$ cat src/rtl/pipe_stage_reg.sv
// pipe_stage_reg: generic pipeline stage register carrying a data bundle and a
// control bundle with a valid/ready handshake, synchronous flush with bubble
// insertion, and saturating stall/bubble performance counters.
// Optional build macro PIPE_SKID_EN adds a one-entry skid buffer so that
// in_ready becomes a registered signal with no path from out_ready.
// Whenever out_valid is low, out_ctrl is forced to CTRL_BUBBLE so that the
// downstream stage never sees live write enables from an empty stage.
module pipe_stage_reg #(
  parameter int                DATA_W      = 128,
  parameter int                CTRL_W      = 16,
  parameter logic [CTRL_W-1:0] CTRL_BUBBLE = '0,
  parameter int                CNT_W       = 16
) (
  input  logic              clk,
  input  logic              reset,
  input  logic              flush,
  input  logic              in_valid,
  output logic              in_ready,
  input  logic [DATA_W-1:0] in_data,
  input  logic [CTRL_W-1:0] in_ctrl,
  output logic              out_valid,
  input  logic              out_ready,
  output logic [DATA_W-1:0] out_data,
  output logic [CTRL_W-1:0] out_ctrl,
  output logic [CNT_W-1:0]  stall_cnt,
  output logic [CNT_W-1:0]  bubble_cnt
);

  logic              valid_q, valid_d;
  logic [DATA_W-1:0] data_q, data_d;
  logic [CTRL_W-1:0] ctrl_q, ctrl_d;
  logic [CNT_W-1:0]  stall_cnt_q, stall_cnt_d;
  logic [CNT_W-1:0]  bubble_cnt_q, bubble_cnt_d;

  logic in_xfer;
  logic main_free;

  // The main entry can take a new beat when empty or being drained this cycle.
  assign main_free = !valid_q || out_ready;
  assign in_xfer   = in_valid && in_ready;

`ifdef PIPE_SKID_EN
  logic              skid_valid_q, skid_valid_d;
  logic [DATA_W-1:0] skid_data_q, skid_data_d;
  logic [CTRL_W-1:0] skid_ctrl_q, skid_ctrl_d;

  // Registered ready: the stage only refuses input once the skid entry is full.
  assign in_ready = !skid_valid_q;

  // Next state for main and skid entries; skid drains into main before new input.
  always_comb begin
    valid_d      = valid_q;
    data_d       = data_q;
    ctrl_d       = ctrl_q;
    skid_valid_d = skid_valid_q;
    skid_data_d  = skid_data_q;
    skid_ctrl_d  = skid_ctrl_q;
    if (flush) begin
      valid_d      = 1'b0;
      ctrl_d       = CTRL_BUBBLE;
      skid_valid_d = 1'b0;
    end else if (main_free) begin
      if (skid_valid_q) begin
        valid_d      = 1'b1;
        data_d       = skid_data_q;
        ctrl_d       = skid_ctrl_q;
        skid_valid_d = 1'b0;
      end else if (in_xfer) begin
        valid_d = 1'b1;
        data_d  = in_data;
        ctrl_d  = in_ctrl;
      end else begin
        valid_d = 1'b0;
        ctrl_d  = CTRL_BUBBLE;
      end
    end else if (in_xfer) begin
      // Main is stalled: park the accepted beat behind it to preserve order.
      skid_valid_d = 1'b1;
      skid_data_d  = in_data;
      skid_ctrl_d  = in_ctrl;
    end
  end

  // Skid entry storage.
  always_ff @(posedge clk or posedge reset) begin
    if (reset) begin
      skid_valid_q <= 1'b0;
      skid_data_q  <= '0;
      skid_ctrl_q  <= CTRL_BUBBLE;
    end else begin
      skid_valid_q <= skid_valid_d;
      skid_data_q  <= skid_data_d;
      skid_ctrl_q  <= skid_ctrl_d;
    end
  end
`else
  // Single entry: accept whenever the held beat leaves (or there is none).
  assign in_ready = main_free;

  // Next state for the single entry; flush wins, then load, then drain to bubble.
  always_comb begin
    valid_d = valid_q;
    data_d  = data_q;
    ctrl_d  = ctrl_q;
    if (flush) begin
      valid_d = 1'b0;
      ctrl_d  = CTRL_BUBBLE;
    end else if (in_xfer) begin
      valid_d = 1'b1;
      data_d  = in_data;
      ctrl_d  = in_ctrl;
    end else if (valid_q && out_ready) begin
      valid_d = 1'b0;
      ctrl_d  = CTRL_BUBBLE;
    end
  end
`endif

  // Saturating counters judge the current (pre-flush) state; flush never clears them.
  always_comb begin
    stall_cnt_d  = stall_cnt_q;
    bubble_cnt_d = bubble_cnt_q;
    if (valid_q && !out_ready && (stall_cnt_q != {CNT_W{1'b1}}))
      stall_cnt_d = stall_cnt_q + CNT_W'(1);
    if (!valid_q && out_ready && (bubble_cnt_q != {CNT_W{1'b1}}))
      bubble_cnt_d = bubble_cnt_q + CNT_W'(1);
  end

  // Main entry and counter registers.
  always_ff @(posedge clk or posedge reset) begin
    if (reset) begin
      valid_q      <= 1'b0;
      data_q       <= '0;
      ctrl_q       <= CTRL_BUBBLE;
      stall_cnt_q  <= '0;
      bubble_cnt_q <= '0;
    end else begin
      valid_q      <= valid_d;
      data_q       <= data_d;
      ctrl_q       <= ctrl_d;
      stall_cnt_q  <= stall_cnt_d;
      bubble_cnt_q <= bubble_cnt_d;
    end
  end

  assign out_valid  = valid_q;
  assign out_data   = data_q;
  assign out_ctrl   = ctrl_q;
  assign stall_cnt  = stall_cnt_q;
  assign bubble_cnt = bubble_cnt_q;

endmodule

$ cat config.mk
export PLATFORM = sky130hd
export DESIGN_NAME = pipe_stage_reg
export DESIGN_NICKNAME = d
export VERILOG_FILES = /design/src/rtl/pipe_stage_reg.sv
export SDC_FILE = /design/constraint.sdc
export NUM_CORES = 1
export LEC_CHECK = 0
export ABC_AREA = 1
export CAP_MARGIN = 20
export CORE_ASPECT_RATIO = 0.9
export CORE_MARGIN = 2
export CORE_UTILIZATION = 43
export CTS_CLUSTER_DIAMETER = 80
export DETAILED_ROUTE_END_ITERATION = 10
export PLACE_DENSITY = 0.81
export SYNTH_ARGS = -nofsm -noshare
export SYNTH_HDL_FRONTEND = slang
export SYNTH_SLANG_ARGS = --single-unit
$ cat constraint.sdc
create_clock -name clk -period 6.9 [get_ports clk]
set_input_delay 1.725 -clock clk [delete_from_list [all_inputs] [get_ports clk]]
set_output_delay 1.725 -clock clk [all_outputs]
set_load 0.02 [all_outputs]
==> metrics.yaml <==
status: "completed"
r2r_end: "out_data[94]$_DFFE_PP0P_"
crit_path_start_kind: "input port"
reg2regPathDepth: 6
ir_worst_vdd_v: 0.000164
hold_viol: 0
design_area_mm2: 0.0115
pre_cts_ws_ps: 2130
vias: 6899
synthesis.area_mm2: 0.00752
rsz0062_at_grt: "no"
first_iter_violations: 369
synthDistinctLibCells: 25
overflow: 0
yosys_register_bits: 177
core_area_mm2: 0.0170
critPathKind: "in2out"
maxCapViolations: 0
fin_skew_ps: 13.5
io_buffers: 326
cts_tree: "yes"
cts_max_path_buffers: 2
dpl_cell_area_mm2: 0.0109
final_nets: 1373
synth_most_common_cell: "nand2_1"
hold_start: "out_data[40]$_DFFE_PP0P_"
grt_use_total_pct: 22.8
cellLeakagePower_nw: 5.56
detail-route-antenna-nets: 0
antenna_found_initial: 0
die-area_mm2: 0.0186
yosys_warnings: 0
fin_cells: 1470
gp_congestion: 0.813
hold-path-cell-count: 2
grt_pass1_vias: 6724
fin_ws_ps: 2120
fin_crit_sh_pct: 69.2
syn_inst: 904
grt_pass1_wl_um: 33400
tightest_slew_ps: 941
clk_latency_ps: 420
avgViaCountPerCell: 4.69
yosys-top-cells-area: "dfrtp_1 (59%), nand2_1 (27%), nand3_1 (2.1%)"
ios: 327
fmax_mhz: 209
initial_utilization_pct: 44.3
syn_nets: 1055
min_path_type: "reg2reg"
fp-row-count: 45
cp.arrival_ps: 3050
crit_path_max_fanout: 7
synthArstFlopShare_pct: 100
drc_errors: 0
wirelength_um: 21300
dr.pass1.iters: 4
slew_violations: 0
r2r_slack_ps: 4310
antennaDiodeCount: 0
power_density_mw_per_mm2: 270
grt_start_max_net_pins: 93
placed_cells: 1437
dieHeight_um: 129
seq_area_frac_synth_pct: 58.9
synth_top_area_cell: "dfrtp_1"
period_minus_slack_ps: 4780
cts_root_buf: "clkbuf_16"
avgSynthCellArea_um2: 8.32
total_power_mw: 3.12
setup_tns_ps: 0
drive_gt1_share_pct: 5.51
clk_pin_slew_ps: 60
synth.top_cells.by_count: "nand2_1 (533), dfrtp_1 (177), inv_1 (33)"
die_w_um: 143
ys.flop_type: "dfrtp_1"
htree_levels: 4
ctsResizeCount: 0
numCtsBuffers: 17
relSlewSlack_pct: 37.2
cts.sinks: 177
crit_start: "out_ready"
min_to: "out_data[40]$_DFFE_PP0P_"
synth_edf_count: 0
detailed_place_hpwl_um: 15100
required_ps: 5180
ctsHoldBuffers: 0
wl_per_cell_um: 14.5
cp-end-kind: "output port"
synth_top_area_share_pct: 58.9
synthToLayoutAreaGrowth_pct: 53.1
setup_violations: 0
cts_setup_buffers: 0
timing.rr.start: "out_valid$_DFFE_PP0P_"
## where the power goes
| group | switching, mW | leakage, nW | internal [mW] | total, mW |
|---|---|---|---|---|
| clock network | 0.423 | 0.276 | 0.541 | 0.964 |
| registers | 0.118 | 2.23 | 1.18 | 1.30 |
| logic | 0.441 | 3.05 | 0.409 | 0.850 |
## worst max path at each step
stage	endpoint	slack [ps]	depth (start not counted)
finish	in_ready	2120	4
global route	in_ready	2100	4
floorplan	bubble_cnt[0]$_DFFE_PP0P_	370	1
global placement	in_ready	2140	4
detailed placement	in_ready	2130	4
CTS	in_ready	2130	4
## per-stage QoR
stage	utilization, %	hold slack (ps)
after floorplan	-	585
after global placement	64.3	460
after detailed placement	64.3	464
after CTS	67.7	482
after global routing	67.8	495
final	67.8	478
## cell type report
cell class,count,area [µm²]
clock buffers,19,433
clock inverters,13,151
fillers,1385,5480
inverters,36,143
multi-input cells,658,2770
flip-flops and latches,177,4430
well taps,235,294
repair buffers,332,3310
## sequential cells by signal, summed over array words and instances, names as in the netlist
name and flops:
bubble_cnt 16, out_valid 1, out_ctrl 16, out_data 128, stall_cnt 16
## routing by layer
metal  part of all wire [%]  global-route usage [%]  vias up
met2                     49                    38.5      257
li1                       -                       -     3398
met4                    1.6                    7.15        0
met3                    9.0                    8.02       28
met1                     40                    27.4     3216
met5                      0                       0        -
## worst max-delay path, cell delays in order
cell and delay (ps):
clkdlybuf4s50_1 450, inv_1 60, nand2_2 160, clkdlybuf4s50_1 650
## placed cells by master, fill, tap and decap left out, types with 2 or more instances in the layout
cell type and instances:
nand4_1 12, inv_6 4, nor2_1 29, nor2_2 8, buf_4 6, clkbuf_1 2, o21ai_0 7, clkbuf_16 17
nand2_2 5, nand3_2 2, nand2_1 533, nor2_4 3, nand3_1 31, clkdlybuf4s50_1 326, clkinv_4 3, xnor2_1 5
xor2_1 5, bufinv_16 2, ha_1 2, o21ai_2 8, nand2_4 2, nand3b_1 3, dfrtp_1 177, clkinvlp_4 3
inv_1 32
## cells by family (layout without fill, tap and decap cells)
kind of cell	Yosys count	after routing	synth area share (%)
and+or+nand+nor	630	630	33.7
DFF	177	177	58.9
buffers and inverters	69	400	4.49
AOI/OAI and AO/OA	16	16	1.46
xor gates and xnor gates	10	10	1.16
adders and majority gates	2	2	0.333
(Power assumes the default switching activity.)
